File: src/rtl/sigmoid_pipe_if.sv
// Valid/ready bundle for sigmoid_pipe: upstream sample channel plus downstream result channel.
interface sigmoid_pipe_if #(
  parameter int DATA_W = 16,
  parameter int TAG_W  = 4
);
  logic                     in_valid;
  logic                     in_ready;
  logic signed [DATA_W-1:0] in_data;
  logic                     in_mode;
  logic        [TAG_W-1:0]  in_tag;
  logic                     out_valid;
  logic                     out_ready;
  logic signed [DATA_W-1:0] out_data;
  logic        [TAG_W-1:0]  out_tag;

  modport master (
    output in_valid, in_data, in_mode, in_tag, out_ready,
    input  in_ready, out_valid, out_data, out_tag
  );

  modport slave (
    input  in_valid, in_data, in_mode, in_tag, out_ready,
    output in_ready, out_valid, out_data, out_tag
  );
endinterface

File: src/rtl/sigmoid_pipe.sv
// Three-stage shift-add piecewise-linear sigmoid/tanh on signed fixed-point samples.
// All stages advance together when the output register is empty or being drained.
module sigmoid_pipe #(
  parameter int DATA_W = 16,
  parameter int FRAC_W = 11,
  parameter int TAG_W  = 4
) (
  input  logic          clk,
  input  logic          rst_n,
  sigmoid_pipe_if.slave bus,
  output logic          busy
);
  localparam int IW = DATA_W + 2;
  localparam logic signed [DATA_W-1:0] MAXP_D = {1'b0, {(DATA_W-1){1'b1}}};
  localparam logic signed [DATA_W-1:0] MINN_D = {1'b1, {(DATA_W-1){1'b0}}};
  localparam logic signed [IW-1:0] MAXP    = IW'(MAXP_D);
  localparam logic signed [IW-1:0] MINN    = IW'(MINN_D);
  localparam logic signed [IW-1:0] ONE     = IW'(1) <<< FRAC_W;
  localparam logic signed [IW-1:0] HALF    = ONE >>> 1;
  localparam logic signed [IW-1:0] SEG_HI  = ONE + (ONE <<< 2);
  localparam logic signed [IW-1:0] SEG_MID = IW'(19) <<< (FRAC_W - 3);
  localparam logic signed [IW-1:0] OFS_MID = IW'(27) <<< (FRAC_W - 5);
  localparam logic signed [IW-1:0] OFS_LO  = IW'(5) <<< (FRAC_W - 3);

  function automatic logic signed [DATA_W-1:0] sat_dw(input logic signed [IW-1:0] v);
    if (v > MAXP)      return MAXP_D;
    else if (v < MINN) return MINN_D;
    else               return v[DATA_W-1:0];
  endfunction

  function automatic logic signed [IW-1:0] abs_sat(input logic signed [IW-1:0] v);
    if (v == MINN)     return MAXP;
    else if (v[IW-1])  return -v;
    else               return v;
  endfunction

  function automatic logic signed [IW-1:0] prescale(input logic signed [DATA_W-1:0] x,
                                                    input logic mode);
    logic signed [IW-1:0] xe;
    logic signed [IW-1:0] t;
    xe = IW'(x);
    t  = mode ? (xe <<< 1) : xe;
    return abs_sat(IW'(sat_dw(t)));
  endfunction

  function automatic logic signed [IW-1:0] seg_eval(input logic signed [IW-1:0] a);
    if (a >= SEG_HI)       return ONE;
    else if (a >= SEG_MID) return (a >>> 5) + OFS_MID;
    else if (a >= ONE)     return (a >>> 3) + OFS_LO;
    else                   return (a >>> 2) + HALF;
  endfunction

  // Result already lies in [-ONE, ONE]; the clamp only narrows the width.
  function automatic logic signed [DATA_W-1:0] fold_post(input logic signed [IW-1:0] p,
                                                         input logic neg, input logic mode);
    logic signed [IW-1:0] s;
    logic signed [IW-1:0] o;
    s = neg ? ONE - p : p;
    o = mode ? (s <<< 1) - ONE : s;
    return sat_dw(o);
  endfunction

  logic                     adv;
  logic                     vld_p1_q, vld_p1_d, vld_p2_q, vld_p2_d, out_valid_q, out_valid_d;
  logic                     neg_p1_q, neg_p1_d, neg_p2_q, neg_p2_d;
  logic                     mode_p1_q, mode_p1_d, mode_p2_q, mode_p2_d;
  logic        [TAG_W-1:0]  tag_p1_q, tag_p1_d, tag_p2_q, tag_p2_d, out_tag_q, out_tag_d;
  logic signed [IW-1:0]     a_p1_q, a_p1_d, p_p2_q, p_p2_d;
  logic signed [DATA_W-1:0] out_data_q, out_data_d;

  assign adv           = !out_valid_q || bus.out_ready;
  assign bus.in_ready  = adv;
  assign bus.out_valid = out_valid_q;
  assign bus.out_data  = out_data_q;
  assign bus.out_tag   = out_tag_q;
  assign busy          = vld_p1_q | vld_p2_q | out_valid_q;

  always_comb begin
    vld_p1_d    = vld_p1_q;
    neg_p1_d    = neg_p1_q;
    mode_p1_d   = mode_p1_q;
    tag_p1_d    = tag_p1_q;
    a_p1_d      = a_p1_q;
    vld_p2_d    = vld_p2_q;
    neg_p2_d    = neg_p2_q;
    mode_p2_d   = mode_p2_q;
    tag_p2_d    = tag_p2_q;
    p_p2_d      = p_p2_q;
    out_valid_d = out_valid_q;
    out_data_d  = out_data_q;
    out_tag_d   = out_tag_q;
    if (adv) begin
      // stage 1: sign, optional doubling for tanh, magnitude
      vld_p1_d = bus.in_valid;
      if (bus.in_valid) begin
        neg_p1_d  = bus.in_data[DATA_W-1];
        mode_p1_d = bus.in_mode;
        tag_p1_d  = bus.in_tag;
        a_p1_d    = prescale(bus.in_data, bus.in_mode);
      end
      // stage 2: segment select and shift-add
      vld_p2_d = vld_p1_q;
      if (vld_p1_q) begin
        neg_p2_d  = neg_p1_q;
        mode_p2_d = mode_p1_q;
        tag_p2_d  = tag_p1_q;
        p_p2_d    = seg_eval(a_p1_q);
      end
      // stage 3: fold negative half, tanh post-map, output register
      out_valid_d = vld_p2_q;
      if (vld_p2_q) begin
        out_data_d = fold_post(p_p2_q, neg_p2_q, mode_p2_q);
        out_tag_d  = tag_p2_q;
      end
    end
  end

  always_ff @(posedge clk or negedge rst_n) begin
    if (!rst_n) begin
      vld_p1_q    <= 1'b0;
      vld_p2_q    <= 1'b0;
      out_valid_q <= 1'b0;
      out_data_q  <= '0;
      out_tag_q   <= '0;
    end else begin
      vld_p1_q    <= vld_p1_d;
      vld_p2_q    <= vld_p2_d;
      out_valid_q <= out_valid_d;
      out_data_q  <= out_data_d;
      out_tag_q   <= out_tag_d;
    end
  end

  always_ff @(posedge clk) begin
    neg_p1_q  <= neg_p1_d;
    mode_p1_q <= mode_p1_d;
    tag_p1_q  <= tag_p1_d;
    a_p1_q    <= a_p1_d;
    neg_p2_q  <= neg_p2_d;
    mode_p2_q <= mode_p2_d;
    tag_p2_q  <= tag_p2_d;
    p_p2_q    <= p_p2_d;
  end
endmodule

File: src/flat_wrapper.sv
// flat-port wrapper written by rule: the top's interface ports become plain ports
module sigmoid_pipe_flat 
#(
  parameter int DATA_W = 16,
  parameter int FRAC_W = 11,
  parameter int TAG_W  = 4
)
  (clk, rst_n, busy, bus_in_valid, bus_in_data, bus_in_mode, bus_in_tag, bus_out_ready, bus_in_ready, bus_out_valid, bus_out_data, bus_out_tag);
  sigmoid_pipe_if #(.DATA_W(DATA_W), .TAG_W(TAG_W)) bus_i ();
  input  logic clk;
  input  logic rst_n;
  output logic busy;
  input wire logic [$bits(bus_i.in_valid)-1:0] bus_in_valid;
  input wire logic [$bits(bus_i.in_data)-1:0] bus_in_data;
  input wire logic [$bits(bus_i.in_mode)-1:0] bus_in_mode;
  input wire logic [$bits(bus_i.in_tag)-1:0] bus_in_tag;
  input wire logic [$bits(bus_i.out_ready)-1:0] bus_out_ready;
  output wire logic [$bits(bus_i.in_ready)-1:0] bus_in_ready;
  output wire logic [$bits(bus_i.out_valid)-1:0] bus_out_valid;
  output wire logic [$bits(bus_i.out_data)-1:0] bus_out_data;
  output wire logic [$bits(bus_i.out_tag)-1:0] bus_out_tag;
  assign bus_i.in_valid = bus_in_valid;
  assign bus_i.in_data = bus_in_data;
  assign bus_i.in_mode = bus_in_mode;
  assign bus_i.in_tag = bus_in_tag;
  assign bus_i.out_ready = bus_out_ready;
  assign bus_in_ready = bus_i.in_ready;
  assign bus_out_valid = bus_i.out_valid;
  assign bus_out_data = bus_i.out_data;
  assign bus_out_tag = bus_i.out_tag;
  sigmoid_pipe #(.DATA_W(DATA_W), .FRAC_W(FRAC_W), .TAG_W(TAG_W)) u_core (.clk(clk), .rst_n(rst_n), .bus(bus_i), .busy(busy));
endmodule
File: config.mk
export PLATFORM = sky130hd
export DESIGN_NAME = sigmoid_pipe_flat
export DESIGN_NICKNAME = d
export VERILOG_FILES = /design/src/rtl/sigmoid_pipe_if.sv /design/src/rtl/sigmoid_pipe.sv /design/src/flat_wrapper.sv
export SDC_FILE = /design/constraint.sdc
export NUM_CORES = 1
export LEC_CHECK = 0
export ABC_AREA = 1
export CORE_UTILIZATION = 62
export CTS_CLUSTER_DIAMETER = 150
export CTS_CLUSTER_SIZE = 16
export DETAILED_ROUTE_END_ITERATION = 7
export PLACE_DENSITY = 0.87
export SLEW_MARGIN = 25
export SYNTH_ARGS = -nofsm -noshare
export SYNTH_HDL_FRONTEND = slang
export SYNTH_SLANG_ARGS = --single-unit
File: constraint.sdc
create_clock -name clk -period 6.2 [get_ports clk]
set_clock_uncertainty 0.15 [all_clocks]
set_input_delay 0.62 -clock clk [delete_from_list [all_inputs] [get_ports clk]]
set_output_delay 0.62 -clock clk [all_outputs]
set_load 0.05 [all_outputs]
Yosys cells after proc, flatten, opt, wreduce, memory -nomap -nowiden:

Index checks and enable logic that the tools add are counted.

* add/subtract/negate cells: 6
* multipliers: 0
* div/mod/pow operators: 0
* magnitude comparators: 7
* eq/ne operators: 1
* shifts and indexed selects: 0
* multiplexer cells: 12
* bitwise operators: 3
* reduce and logical (&&, ||, !) cells: 6

Operators by type and width (count)
* 16-bit two-way mux: 7
* 18-bit two-way mux: 4
* 18-bit by 13-bit >= comparator with 1-bit output, second input constant: 1
* 18-bit by 14-bit >= comparator with 1-bit output, second input constant: 1
* 18-bit by 15-bit >= comparator with 1-bit output, second input constant: 1
* 18-bit by 16-bit > comparator with 1-bit output, second input constant: 1
* 18-bit by 16-bit < comparator with 1-bit output, second input constant: 1
* 16-bit negation with 18-bit output: 1
* 13-bit by 18-bit subtractor with 18-bit output, first input constant: 1
* 18-bit by 13-bit subtractor with 18-bit output, second input constant: 1
* 16-bit by 12-bit adder with 17-bit output, second input constant: 1
* 17-bit by 16-bit > comparator with 1-bit output, second input constant: 1
* 17-bit by 16-bit < comparator with 1-bit output, second input constant: 1
* 15-bit by 12-bit adder with 16-bit output, second input constant: 1
* 16-bit equality test, second input constant: 1
* 15-bit two-way mux: 1
* 13-bit by 12-bit adder with 14-bit output, second input constant: 1
* 2-bit AND reduction: 3
* 1-bit bitwise OR: 2
* 2-bit OR reduction: 1
* 1-bit zero test: 1
* 1-bit logical OR: 1
* 1-bit NOT: 1

* flip-flop bits (word level): 71
* bits in latches: 0
* bits in writable memories: 0
* ROM bits: 0
* input bits: 25
* output and inout port bits: 23
* word-level logic and storage cells: 49
* memories kept: 0

Depth between registers and ports, before layout:

* depth after elaboration: 8
* depth in mapped cells: 21
* gate-level depth less buffers: 20

Worst setup path before layout:

OpenSTA, ideal clock, no wires.

* path type: input to register
* start point: input bus_in_data[15]
* end point: register u_core.a_p1_q[13] (data pin)
* library setup time: 0.136 ns
* data arrival time: 2.423 ns
* required time: 5.914 ns
* slack: 3.491 ns
* stages on the path: 18
* path buffers: 3
* path through: buf_4 -> nand3_4 -> buf_6 -> o21ai_0 -> inv_1 -> o21ai_2 -> nand2_1 -> inv_1 -> ha_1 -> nand4_1 -> nor2_1 -> nand2_1 -> nor2_2 -> nand4_1 -> nor2_2 -> inv_2 -> buf_6 -> nand3b_1

* word-level cells in the longest chain between the ends: 8
* elaborated cells on any way between the ends: 10
* classes of those cells: add/sub: 1; order compare: 2; eq/ne: 1; mux: 6

Ends and longest elaborated chain
* start: declaration: RTL line flat_wrapper.sv:14 `input wire logic [$bits(bus_i.in_data)-1:0] bus_in_data;`
* 16-bit two-way mux: RTL line sigmoid_pipe.sv:42 `t = mode ? (xe <<< 1) : xe;`
* 17-bit by 16-bit < comparator with 1-bit output: RTL line sigmoid_pipe.sv:27 `else if (v < MINN) return MINN_D;`
* 16-bit two-way mux: RTL line sigmoid_pipe.sv:27
* 16-bit two-way mux *: RTL line sigmoid_pipe.sv:26 `if (v > MAXP) return MAXP_D;`
* 16-bit two-way mux *: RTL line sigmoid_pipe.sv:95 `if (bus.in_valid) begin`
* 16-bit two-way mux *: RTL line sigmoid_pipe.sv:92 `if (adv) begin`
* 16-bit negation with 18-bit output: RTL line sigmoid_pipe.sv:33 `else if (v[IW-1]) return -v;`
* 15-bit two-way mux: RTL line sigmoid_pipe.sv:33
* end signal: assignment: RTL line sigmoid_pipe.sv:138 `a_p1_q <= a_p1_d;`
* end: declaration: RTL line sigmoid_pipe.sv:68 `logic signed [IW-1:0] a_p1_q, a_p1_d, p_p2_q, p_p2_d;`

Every way passes the cells marked *; elsewhere a longest branch is shown, timed or not. The select of a mux whose other input is x is not followed.
A chain may end at the register's enable or synchronous reset.

Final worst setup path:

* start point: input bus_in_data[15]
* end point: register u_core.a_p1_q[1] (data pin)

Same word-level chain as after synthesis.

==> impl_results.md <==
* Status: finished, final reports clean
* Post-route DRC violation count at 0
* CTS Buf Count at 9
* Worst reg-to-reg setup slack at between 3 and 4 ns
* Via density at about 5.5
* Cell Area, Synth at between 4000 and 5000 um2
* Final Max Slew Viols at 0
* WS Path Type: in2reg
* CTS tree: built
* Drt total wl at ~9600 um
* Switching power share of the total at 45.4%
* Ys flop type: edfxtp_1
* IO Port Bufs at 47
* Antenna Nets Post-Route at 0
* Buffer depth of the longest clock path at 2
* Register area at roughly 2000 um2
* Largest net degree at the start of global routing at 25
* FF-to-FF path depth at 16
* Skew-Pair Late Insertion Delay at approximately 0.34 ns
* 1st-iter DRT viols at about 330
* Vias in the first global route at between 3k and 4k
* Initial antenna violation count at 0
* Slew margin rel. at ~43%
* Fillers at between 500 and 600
* Synthesized flop and latch total at 70
* CTS sink count at 70
* Starting Density at between 60% and 70%
* Final WS setup at around 2.6 ns
* Layout area overhead at 13.9%
* CP arrival at about 3.6 ns
* FF-to-FF End: u_core.bus.out_data[4]
* Core footprint at between 7000 and 8000 um2
* Area contributors post-synth: edfxtp_1 (30%), nand2_1 (14%), dfrtp_1 (12%), inv_1 (5.3%), nor2_1 (5.0%)
* Post-cts sizing count at 0
* RSZ-0062 raised after global routing: false
* Worst slew pin tran at 0.852 ns
* CP max stage cell: clkdlybuf4s50_1
* P_sw at around 0.92 mW
* Share of the synthesized area in the top cell type at around 30%
* Top cells by count, synth: nand2_1 (169), inv_1 (66), nor2_1 (63)
* Layout cell share with drive strength beyond 1 at between 10% and 20%
* HP Class: in2async
* Largest fanout on the critical path at 19
* Drt wl/cell at 12.8 um
* EDFF count, synth at between 40 and 50
* GRT overflow at 0
* Ports at 48
* Chip Height at 89.0 um
* Fin. Hold Viols at 0
* Warnings, synthesis at 0
* Maxcap violations at 0
* Routed via count at 4152
* All-Layer GR Usage at about a quarter
* Startpoint Class: input pin
* GPL Wtd Cong at slightly below 0.9
* Register area share after synthesis at 42.3%
* Setup crit end kind: register
* Int Power at ~1.1 mW
* Place WS at 2.34 ns
* Multi-input logic area at 2310 um2
* CP startpoint: bus_in_data[15]
* Hold buffer count at cts at 0
* Row count at 31
* Clock share of power at around 16%
* Worst path cell trace: clkdlybuf4s50_1 -> nand3_4 -> o21ai_0 -> inv_1 -> o21ai_2 -> nand2_1 -> inv_1 -> ha_1 -> nand4_1 -> nor2_1 -> nand2_1 -> nor2_2 -> nand4_1 -> nor2_2 -> inv_2 -> o211ai_1
* Die area at approximately 7900 um2
* Async SR Flop Fraction at about 33%
* Critical path capture point: u_core.a_p1_q[1]
* Cell count after synthesis at around 610
* Syn_area_per_cell at between 7 and 8 um2
* DP HPWL at just over 7000 um
* Finish-stage setup viols at 0
* Req. time, crit path at a little over 6 ns
* Unique masters post-synth at 44
* Worst R2R Start: u_core.p_p2_q[0]
* Final net count at about 680
* Part of the cycle the worst path needs at between 50 and 60%
* Reg power frac at 36.0%
* H-tree depth at 3
* Area leader, netlist: edfxtp_1
* Post-CTS Setup Bufs at 0
* Comb power frac at a little under half
* Clock transition at path regs at 0.08 ns
* PD cells at 377 nW/um2
* Minimum clock period at 3.56 ns
* CTS root buf: clkbuf_8
* Worst VDD drop at roughly 180 uV
* CP peak stage delay at 0.97 ns
* First-pass GRT wire length at about 16000 um
* Post-route setup TNS at 0 ns
* Most frequent cell after synthesis: nand2_1
* Die width at about 90 um
* Peak Freq at roughly 280 MHz
* Leakage power at about 2.4 nW
* First drt pass iteration count at 5
* Ant. Diodes at 0
[per-stage QoR]
| stage | total power, mW | instances | instance area [um2] | hold slack (ns) | utilization, % |
|---|---|---|---|---|---|
| 2_1_floorplan | 1.44 | 609 | 4700 | 0.174 | - |
| 3_3_place_gp | 1.67 | 735 | 5180 | 0.255 | 71.0 |
| 3_5_place_dp | 1.70 | 735 | 5180 | 0.255 | 71.0 |
| 4_1_cts | 2.02 | 751 | 5350 | 0.272 | 73.3 |
| 5_1_grt | 2.15 | 751 | 5350 | 0.100 | 73.3 |
| 6_report | 2.02 | 751 | 5350 | 0.0745 | 73.3 |
[flip-flops by register name, indices dropped and copies added, names as in the netlist]
signal                flops
u_core.mode_p2_q          1
u_core.bus.out_valid      1
u_core.vld_p2_q           1
u_core.bus.out_data      16
u_core.tag_p2_q           4
u_core.bus.out_tag        4
u_core.tag_p1_q           4
u_core.neg_p2_q           1
u_core.neg_p1_q           1
u_core.a_p1_q            18
u_core.vld_p1_q           1
u_core.mode_p1_q          1
u_core.p_p2_q            17
[cells in the final DEF (no fill, tap or decap), types with 3 or more instances in the layout]
master,count
nor3_1,3
nor2_4,3
inv_4,3
nand3_1,31
a21oi_2,12
nand3b_1,4
inv_2,6
nor2_1,62
nand2_2,4
clkdlybuf4s50_1,46
nand2_1,169
nand3_2,4
xnor2_1,3
inv_1,66
nor2_2,8
clkbuf_8,9
nor4_1,4
o211ai_1,14
nand4_1,8
edfxtp_1,47
ha_1,11
o21ai_0,35
xor2_1,9
a21oi_1,28
a31oi_1,10
or2_2,3
dfrtp_1,23
[worst min-delay path by stage]
stage                                   from                       to  cells past startpoint
after floorplan                        rst_n   u_core.bus.out_data[0]                      0
final                                  rst_n  u_core.bus.out_data[13]                      1
after global placement    u_core.tag_p1_q[1]       u_core.tag_p2_q[1]                      0
after detailed placement  u_core.tag_p1_q[0]       u_core.tag_p2_q[0]                      0
after CTS                 u_core.tag_p1_q[0]       u_core.tag_p2_q[0]                      0
after global routing                   rst_n   u_core.bus.out_data[9]                      1
[area by class of cell]
type / instances / area share (%)
sequential: 70 / 37.2
timing repair buffer: 49 / 8.98
clock buffer: 9 / 2.32
inverter: 73 / 5.17
multi-input combinational: 444 / 43.2
tap: 99 / 2.32
clock inverter: 7 / 0.866
[logic make-up after synthesis]
family          count (synthesis)  synth area share [%]
simple gates                  309                  29.2
compound gates                110                  14.5
buf+inv                        95                  8.74
flops                          70                  42.3
xor+xnor                       12                  2.24
fa+ha+maj                      11                  2.93
other cells                     1                0.0799
[power by group through the flow]
stage               clock network, mW  logic [mW]  registers [mW]
finish                          0.324       0.967           0.727
global route                    0.348        1.06           0.745
CTS                             0.328       0.967           0.727
detailed placement                  0       0.960           0.737
global placement                    0       0.936           0.732
floorplan                           0       0.484           0.952
[layer usage]
| metal | global-route usage [%] | wire length (um) | up-vias |
|---|---|---|---|
| met5 | 0 | 0 | - |
| met4 | 10.4 | 220 | 0 |
| met3 | 5.17 | 385 | 26 |
| met2 | 46.9 | 4930 | 121 |
| met1 | 29.5 | 4070 | 1921 |
| li1 | - | - | 2084 |
[critical path, delay by kind of cell]
| family | cells | cell delay [ns] |
|---|---|---|
| AOI/OAI and AO/OA | 3 | 0.35 |
| buffers and inverters | 4 | 1.24 |
| adders and majority gates | 1 | 0.16 |
| and+or+nand+nor | 8 | 1.16 |
No activity file was read; power rests on OpenSTA's default activity.
